**config.mk**
```make
export PLATFORM = sky130hd
export DESIGN_NAME = sop_engine
export DESIGN_NICKNAME = d
export VERILOG_FILES = /design/src/rtl/sop_pkg.sv /design/src/rtl/sop_mac.sv /design/src/rtl/sop_engine.sv
export SDC_FILE = /design/constraint.sdc
export NUM_CORES = 2
export LEC_CHECK = 0
export CAP_MARGIN = 10
export CORE_MARGIN = 2
export CORE_UTILIZATION = 30
export CTS_CLUSTER_DIAMETER = 80
export CTS_CLUSTER_SIZE = 28
export DETAILED_ROUTE_END_ITERATION = 7
export MAX_ROUTING_LAYER = met4
export PLACE_DENSITY_LB_ADDON = 0.12
export SYNTH_ARGS = -nofsm -noshare
export SYNTH_HDL_FRONTEND = slang
export SYNTH_HIERARCHICAL = 1
export SYNTH_SLANG_ARGS = --single-unit
```
**constraint.sdc**
```tcl
create_clock -name clk -period 9.6 [get_ports clk]
set_input_delay 1.44 -clock clk [delete_from_list [all_inputs] [get_ports clk]]
set_output_delay 1.44 -clock clk [all_outputs]
set_load 0.01 [all_outputs]
```
**src/rtl/sop_pkg.sv**
```systemverilog
// Shared types and helpers for the sum-of-products / Horner engine.
package sop_pkg;

   typedef enum logic [1:0] {IDLE, CALC, DONE} state_t;

   localparam logic MODE_SOP    = 1'b0;
   localparam logic MODE_HORNER = 1'b1;

   // Number of MAC steps a job takes for the given mode and operand count.
   function automatic int calc_k(input logic mode, input int n_ops);
      return (mode == MODE_HORNER) ? (n_ops - 2) : ((n_ops + 1) / 2);
   endfunction

endpackage

```
**src/rtl/sop_mac.sv**
```systemverilog
// Accumulator with shared multiply-add, sticky overflow and optional clamp.
// SOP_SATURATE_EN: clamp on first overflow and freeze for the rest of the job.
module sop_mac
   import sop_pkg::*;
#(
   parameter int W = 32
) (
   input  logic         clk,
   input  logic         rst,
   input  logic         i_load,
   input  logic         i_step,
   input  logic         i_mode,
   input  logic [W-1:0] i_init,
   input  logic [W-1:0] i_opa,
   input  logic [W-1:0] i_opb,
   output logic [W-1:0] o_acc_nxt,
   output logic         o_ovf
);

   localparam int PW = 2*W + 1;

   logic [W-1:0]  r_acc;
   logic          r_ovf;
   logic [PW-1:0] w_mul_x;
   logic [PW-1:0] w_mul_y;
   logic [PW-1:0] w_add;
   logic [PW-1:0] w_true;
   logic          w_step_ovf;
   logic          w_ovf_nxt;
`ifdef SOP_SATURATE_EN
   logic          r_sat;
`endif

   // SOP: acc + a*b.  Horner: acc*x + coefficient.
   always_comb begin
      w_mul_x    = (i_mode == MODE_HORNER) ? PW'(r_acc) : PW'(i_opa);
      w_mul_y    = (i_mode == MODE_HORNER) ? PW'(i_opa) : PW'(i_opb);
      w_add      = (i_mode == MODE_HORNER) ? PW'(i_opb) : PW'(r_acc);
      w_true     = w_mul_x * w_mul_y + w_add;
      w_step_ovf = |w_true[PW-1:W];
`ifdef SOP_SATURATE_EN
      o_acc_nxt  = r_sat ? r_acc : (w_step_ovf ? {W{1'b1}} : w_true[W-1:0]);
      w_ovf_nxt  = r_ovf | (w_step_ovf & ~r_sat);
`else
      o_acc_nxt  = w_true[W-1:0];
      w_ovf_nxt  = r_ovf | w_step_ovf;
`endif
   end

   always_ff @(posedge clk) begin
      if (rst) begin
         r_acc <= '0;
         r_ovf <= 1'b0;
`ifdef SOP_SATURATE_EN
         r_sat <= 1'b0;
`endif
      end else if (i_load) begin
         r_acc <= i_init;
         r_ovf <= 1'b0;
`ifdef SOP_SATURATE_EN
         r_sat <= 1'b0;
`endif
      end else if (i_step) begin
         r_acc <= o_acc_nxt;
         r_ovf <= w_ovf_nxt;
`ifdef SOP_SATURATE_EN
         r_sat <= r_sat | w_step_ovf;
`endif
      end
   end

   assign o_ovf = r_ovf;

endmodule

```
**src/rtl/sop_engine.sv**
```systemverilog
// Start/done evaluator: latches N_OPS operands, runs K MAC steps, pulses done.
// SOP_SATURATE_EN (in sop_mac) selects clamping instead of wrapping on overflow.
module sop_engine
   import sop_pkg::*;
#(
   parameter int W     = 32,
   parameter int N_OPS = 7
) (
   input  logic               clk,
   input  logic               rst,
   input  logic               start,
   input  logic               mode,
   input  logic [N_OPS*W-1:0] ops,
   output logic [W-1:0]       result,
   output logic               done,
   output logic               busy,
   output logic               ovf
);

   localparam int CW = $clog2(N_OPS) + 1;

   state_t             r_state;
   state_t             w_state_nxt;
   logic [CW-1:0]      r_cnt;
   logic               r_mode;
   logic [N_OPS*W-1:0] r_ops;
   logic [W-1:0]       r_result;
   logic               w_load;
   logic               w_step;
   logic               w_last;
   logic [W-1:0]       w_init;
   logic [W-1:0]       w_opa;
   logic [W-1:0]       w_opb;
   logic [W-1:0]       w_acc_nxt;

   assign w_last = (int'(r_cnt) == calc_k(r_mode, N_OPS) - 1);
   assign w_init = (mode == MODE_HORNER) ? ops[W +: W] : '0;

   // Operand select; an odd SOP tail pairs the last operand with 1.
   always_comb begin
      w_opa = '0;
      w_opb = '0;
      if (r_mode == MODE_HORNER) begin
         w_opa = r_ops[0 +: W];
         for (int i = 2; i < N_OPS; i++)
            if (i == int'(r_cnt) + 2) w_opb = r_ops[i*W +: W];
      end else begin
         w_opb = W'(1);
         for (int i = 0; i < N_OPS; i++) begin
            if (i == 2*int'(r_cnt))     w_opa = r_ops[i*W +: W];
            if (i == 2*int'(r_cnt) + 1) w_opb = r_ops[i*W +: W];
         end
      end
   end

   always_comb begin
      w_state_nxt = r_state;
      w_load      = 1'b0;
      w_step      = 1'b0;
      case (r_state)
         IDLE: begin
            if (start) begin
               w_state_nxt = CALC;
               w_load      = 1'b1;
            end
         end
         CALC: begin
            w_step = 1'b1;
            if (w_last) w_state_nxt = DONE;
         end
         DONE:    w_state_nxt = IDLE;
         default: w_state_nxt = IDLE;
      endcase
   end

   always_ff @(posedge clk) begin
      if (rst) begin
         r_state  <= IDLE;
         r_cnt    <= '0;
         r_mode   <= MODE_SOP;
         r_ops    <= '0;
         r_result <= '0;
      end else begin
         r_state <= w_state_nxt;
         if (w_load) begin
            r_cnt  <= '0;
            r_mode <= mode;
            r_ops  <= ops;
         end
         if (w_step) r_cnt <= r_cnt + CW'(1);
         if (w_step && w_last) r_result <= w_acc_nxt;
      end
   end

   sop_mac #(.W(W)) u_mac (
      .clk       (clk),
      .rst       (rst),
      .i_load    (w_load),
      .i_step    (w_step),
      .i_mode    (r_mode),
      .i_init    (w_init),
      .i_opa     (w_opa),
      .i_opb     (w_opb),
      .o_acc_nxt (w_acc_nxt),
      .o_ovf     (ovf)
   );

   assign result = r_result;
   assign done   = (r_state == DONE);
   assign busy   = (r_state != IDLE);

endmodule

```
Yosys cells after proc, flatten, opt, wreduce, memory -nomap -nowiden
Index checks and enable logic that the tools add are counted.

Register bits: 296. Output and inout bits: 35.

Bitwise logic cells: 1. Add/sub/neg operators: 5. Reduce and logical (&&, ||, !) cells: 9. Eq/ne operators: 19. Multipliers: 1. Muxes and demuxes: 33.

Operator list (number): $mux W32 (24); $eq A3 B32 Y1 const A (4); $eq A4 B32 Y1 const A (4); $add A65 B65 Y65 (1); $mul A65 B65 Y65 (1); $logic_not A32 Y1 (2); $reduce_or A33 Y1 (1); $eq A2 B32 Y1 const A (1); $eq A3 B4 Y1 const A (2); $mux W4 (2); $add A5 B1 Y6 const B (1); $eq A3 B6 Y1 const A (1); $add A4 B2 Y5 const B (1); $eq A3 B5 Y1 const A (1); $eq A5 B4 Y1 (1); $add A4 B1 Y4 const B (1); $eq A2 B4 Y1 const A (1); $mux W1 (4); $mux W2 (2); $ne A2 B2 Y1 const B (2); $pmux W2 S2 (1); $reduce_bool A2 Y1 (2); $sub A3 B1 Y4 const B (1); $eq A2 B1 Y1 const B (1); 6 further kinds (6).

Longest topological paths before layout
Word-level depth: 15. Mapped depth: 41. Depth with buffers taken out: 36.

Hierarchy
Netlist, hierarchy kept.

By module, submodules not included: sop_mac (instances 1, area an instance 35790.6 um^2, cells each 4061); sop_engine (instances 1, area an instance 12414.4 um^2, cells each 1678).

Least setup slack after synthesis
No wires, ideal clock.

Kind: reg-to-reg. Start: reg r_cnt[1]. End: reg u_mac.r_ovf (netlist: u_mac/o_ovf). Buffers on the path: 5. Setup slack: -84 ps. Stages on the path, launching flop included: 39. Period minus slack after synthesis: 9684 ps. Data arrival time: 9544 ps. Required time: 9460 ps. Library setup time: 140 ps. Cell sequence: dfxtp_1 > ha_1 > buf_6 > and3b_1 > buf_6 > buf_6 > a221o_1 > a222oi_1 > o21ai_1 > mux2i_1 > clkbuf_1 > nor2_1 > fa_1 > inv_1 > fa_1 > inv_1 > fa_1 > inv_1 > (+3 left out) > fa_1 > fa_1 > inv_1 > fa_1 > inv_1 > ha_1 > clkbuf_1 > nand2_1 > o21ai_0 > a21oi_1 > o21ai_1 > a221o_1 > a311oi_1 > nand4_1 > a211o_1 > or4b_1 > nor4_1 > a41oi_1.

Longest elaborated chain between the ends: 15.

Ends and longest elaborated chain: from (decl) (RTL line sop_engine.sv:24) `logic [CW-1:0] r_cnt;`; from (signal assigned) (RTL line sop_engine.sv:90) `if (w_step) r_cnt <= r_cnt + CW'(1);`; $add A5 B1 Y6 (RTL line sop_engine.sv:51) `if (i == 2*int'(r_cnt) + 1) w_opb = r_ops[i*W +: W];`; $logic_not A32 Y1 (RTL line sop_engine.sv:51); $mux W32 (7 in a row) (RTL line sop_engine.sv:51); $mux W32 * (RTL line sop_engine.sv:43) `if (r_mode == MODE_HORNER) begin`; net w_opb[20] (RTL line sop_engine.sv:33) `logic [W-1:0] w_opb;`; $mux W32 (RTL line sop_mac.sv:37) `w_mul_y = (i_mode == MODE_HORNER) ? PW'(i_opa) : PW'(i_opb);`; $mul A65 B65 Y65 (RTL line sop_mac.sv:39) `w_true = w_mul_x * w_mul_y + w_add;`; $add A65 B65 Y65 * (RTL line sop_mac.sv:39); $reduce_or A33 Y1 * (RTL line sop_mac.sv:40) `w_step_ovf = |w_true[PW-1:W];`; $or A1 B1 Y1 * (RTL line sop_mac.sv:46) `w_ovf_nxt = r_ovf | w_step_ovf;`; to (signal assigned) (RTL line sop_mac.sv:65) `r_ovf <= w_ovf_nxt;`; to (decl) (RTL line sop_mac.sv:23) `logic r_ovf;`.

The timed path passes the listed nets; every way through them passes the cells marked *. A chain may end at the register's enable or synchronous reset.

Final worst setup path
Start: reg r_cnt[0]. End: reg u_mac.r_ovf (netlist: u_mac/o_ovf).

The elaborated chain is that of the path after synthesis.

==> impl_metrics.csv <==
group,metric,value,unit
run_status,run_status,"finished with violations",
run_status,violations,"negative setup slack",
place,hpwl,172000,um
synthesis,synth_seq_cells,296,
cts,htree_levels,1,
cts,cts_sinks,296,
worst_setup_path,worstSetupPathType,"reg2reg",
synthesis,synth_area_per_cell,8.400,sq um
worst_setup_path,path_common_cell,"fa_1",
cts,ctsLongestPathBuffers,3,
synthesis,ys_warn_count,6,
synthesis,syn_nets,7170,
floorplanning,die_y,404.9,um
detailed_routing,wl,201500,um
sta,fin_crit,9.757,ns
synthesis,synth_async_sr_flop_share,0,
detailed_routing,top_layer,"met4",
detailed_routing,via_per_inst,4.904,
final_layout,drive_above_1_share,0.1956,
sta,setup_viol,1,
detailed_routing,via_count,42440,
cts,cts_root_buf,"clkbuf_16",
detailed_routing,drt-met1-wl,97800,um
floorplanning,coreArea,160000,sq um
sta,relSlewSlack,0.3071,
global_routing,grt_pass1_wl,297600,um
sta,tightest_slew,1.039,ns
worst_setup_path,arrival,10.21,ns
final_layout,multi_input_area,39380,sq um
worst_setup_path,cp_slowest_cell,"fa_1",
sta,slew_viol_final,0,
power_and_ir_drop,totalPowerFinal,8184,uW
detailed_routing,first_pass_iters,6,
floorplanning,rows,147,
floorplanning,dieWidth,404.9,um
worst_hold_path,hold_depth,2,
place,dpl_worst_slack,-0.7901,ns
synthesis,ys_top_cells_by_area,"fa_1, dfxtp_1, nand2_1, ha_1, inv_1",
synthesis,synth_top_area_frac,0.3858,
worst_setup_path,startpoint_type,"flop",
synthesis,yosys.area.top_type,"fa_1",
final_layout,final_nets,7979,
detailed_routing,ant_nets,0,
worst_setup_path,cp.required,10.05,ns
cts,clk-insertion-delay-late,0.63,ns
synthesis,synth-edff-count,0,
worst_setup_path,reg2reg_slack,-0.16,ns
final_layout,n_fill_cell,16450,
worst_hold_path,min_path_type,"reg2reg",
sta,max_freq,0.1025,GHz
sta,grt_setup_unrepaired,"yes",
cts,cts_tree,"built",
detailed_routing,wire_per_inst,23.28,um
final_layout,post-route-util,0.3914,
global_routing,grt_pass1_vias,44180,
final_layout,regArea,5938,sq um
detailed_routing,met2WireLength,87680,um
sta,fin_crit_sh,1.016,
synthesis,synthCells,5739,
floorplanning,dieArea,163900,sq um
cts,cts_buffers,22,
power_and_ir_drop,leakage,0.02519,uW
synthesis,yosysSeqAreaShare,0.1229,
synthesis,syn-cell-area,48200,sq um
worst_setup_path,r2r_cells,31,
final_layout,syn2layout_area_growth,29.94,%
global_routing,antenna_found_initial,6,
detailed_routing,first_iter_violations,3118,
synthesis,synthFlopType,"dfxtp_1",
power_and_ir_drop,p_per_area,130.7,nW/um^2
worst_setup_path,cp-end-kind,"flop",
power_and_ir_drop,peakVddDrop,0.0001353,V
worst_setup_path,critPathMaxFanout,8,
place,io_buffers,262,
worst_hold_path,hold_path_end,"r_ops[6]$_SDFFE_PP0P_",
floorplanning,ioPinCount,263,
cts,cts_hold_buf,0,
worst_setup_path,max_stage_delay,0.58,ns
sta,finalHoldViolCount,0,
floorplanning,start_util,0.3013,
global_routing,grt_max_degree,138,
sta,worst_slack,-0.1566,ns
job,cap_viol_max_count,0,
sta,finClkSkew,0.04127,ns
detailed_routing,met3_length,12300,um
global_routing,grt_usage,0.2513,
worst_hold_path,min_from,"r_ops[6]$_SDFFE_PP0P_",
global_routing,grt-ovfl-total,0,
place,place.gp.congestion,0.9084,
cts,path_clk_slew,0.10,ns
worst_setup_path,rr_startpoint,"r_cnt[0]$_SDFFE_PP0P_",
detailed_routing,drc,0,
worst_setup_path,reg2reg_to,"u_mac/o_ovf$_SDFFE_PP0P_",
synthesis,yosys.cell_types.count,82,
-- layer usage --
metal | global-route usage | up-vias
met2 | 0.3758 | 1213
li1 | - | 19590
met1 | 0.3661 | 21490
met3 | 0.03280 | 145
met4 | 0.04229 | 0
met5 | - | -
-- sequential cells by signal, summed over array words and instances (netlist names) --
| signal | cells |
|---|---|
| u_mac/r_acc | 32 |
| u_mac/o_ovf | 1 |
| r_cnt | 4 |
| r_ops | 224 |
| r_mode | 1 |
| result | 32 |
| r_state | 2 |
-- cell type report --
class | instances | share of cell area
Timing Repair Buffer | 1156 | 0.1732
Sequential cell | 296 | 0.09480
Antenna cell | 5 | 0.0001998
Multi-Input combinational cell | 4283 | 0.6287
Inverter | 789 | 0.04740
Clock inverter | 18 | 0.005273
Clock buffer | 22 | 0.008789
Tap cell | 2086 | 0.04167
-- what timing repair did --
item	in CTS	in global routing
endpoints found under the setup margin	20	20
buffers inserted	22	30
cloned	2	5
gates resized for setup	169	161
endpoints found under the hold margin	0	0
pin swaps	49	83
-- cell families after synthesis --
kind of cell,Yosys count,synth area share
adders and majority gates,1203,0.4569
buffers and inverters,1160,0.09295
xor gates and xnor gates,41,0.007449
and+or+nand+nor,2068,0.1740
AOI/OAI and AO/OA,742,0.09648
DFF,296,0.1229
muxes,229,0.04932
-- Yosys cell counts, types with 8 or more instances --
cell,n
a221oi_1,34
fa_1,929
o221ai_1,9
nor2_1,764
buf_2,38
nand2_1,1055
buf_6,9
dfxtp_1,296
xnor2_1,26
o21a_1,25
a21o_1,16
nand3_1,42
clkbuf_1,289
a221o_1,26
o21ai_0,68
mux2i_1,161
ha_1,274
and2_1,43
mux2_2,68
o31ai_1,36
inv_1,788
a21oi_1,368
o211ai_1,11
o21bai_1,8
buf_1,32
o21ai_1,37
nor3_1,20
xor2_1,15
nor2b_1,12
nand2b_1,55
a222oi_1,25
nand4_1,33
o22ai_1,17
-- worst max path at each step --
stage / startpoint / end / slack, ns / cells after the start
5_1_grt: r_cnt[0]$_SDFFE_PP0P_ / u_mac/o_ovf$_SDFFE_PP0P_ / -0.57 / 37
6_report: r_cnt[0]$_SDFFE_PP0P_ / u_mac/o_ovf$_SDFFE_PP0P_ / -0.16 / 31
3_3_place_gp: r_cnt[2]$_SDFFE_PP0P_ / u_mac/o_ovf$_SDFFE_PP0P_ / -0.73 / 34
3_5_place_dp: r_cnt[1]$_SDFFE_PP0P_ / u_mac/o_ovf$_SDFFE_PP0P_ / -0.79 / 35
2_1_floorplan: r_cnt[1]$_SDFFE_PP0P_ / u_mac/o_ovf$_SDFFE_PP0P_ / 0.003 / 36
4_1_cts: r_cnt[0]$_SDFFE_PP0P_ / u_mac/o_ovf$_SDFFE_PP0P_ / -0.18 / 39
-- where the power goes --
| part | switching (uW) | internal (uW) |
|---|---|---|
| Clock | 627 | 511 |
| Sequential | 87.2 | 1300 |
| Combinational | 3210 | 2450 |
| Total | 3920 | 4260 |
-- layout by cell type (no fill, tap or decap), drive strengths merged, types with 8 or more instances in the layout --
| cell type | instances |
|---|---|
| mux2 | 68 |
| nand2 | 1057 |
| inv | 799 |
| o21bai | 8 |
| nand4 | 34 |
| ha | 274 |
| mux2i | 161 |
| clkbuf | 26 |
| and2 | 44 |
| a222oi | 25 |
| a221oi | 35 |
| nand2b | 55 |
| nand3 | 42 |
| dfxtp | 296 |
| nor2b | 12 |
| clkdlybuf4s50 | 261 |
| nor3 | 21 |
| o211ai | 11 |
| a21o | 16 |
| o21a | 25 |
| xnor2 | 26 |
| nor2 | 765 |
| buf | 889 |
| fa | 929 |
| a221o | 26 |
| o21ai | 105 |
| o22ai | 17 |
| o31ai | 36 |
| a21oi | 369 |
| o221ai | 9 |
| xor2 | 15 |
-- worst max-delay path: cells and delay by family (launching register included) --
kind	cells	cell delay, ns
flops	1	0.36
simple gates	8	1.92
mux	1	0.37
compound gates	7	1.69
fa+ha+maj	10	4.62
buf+inv	5	0.60
-- stage by stage --
step                      area (sq um)  instances  hold slack (ns)  TNS [ns]
after global placement           59650       8557           0.4432    -3.299
after global routing             62630       8650           0.4819    -1.181
after floorplan                  48230       5739           0.4357         0
after detailed placement         59650       8557           0.4487    -4.077
final                            62640       8655           0.4630   -0.1566
after CTS                        61540       8617           0.4624   -0.1820
Note: power is estimated with default switching activity, not from simulation.
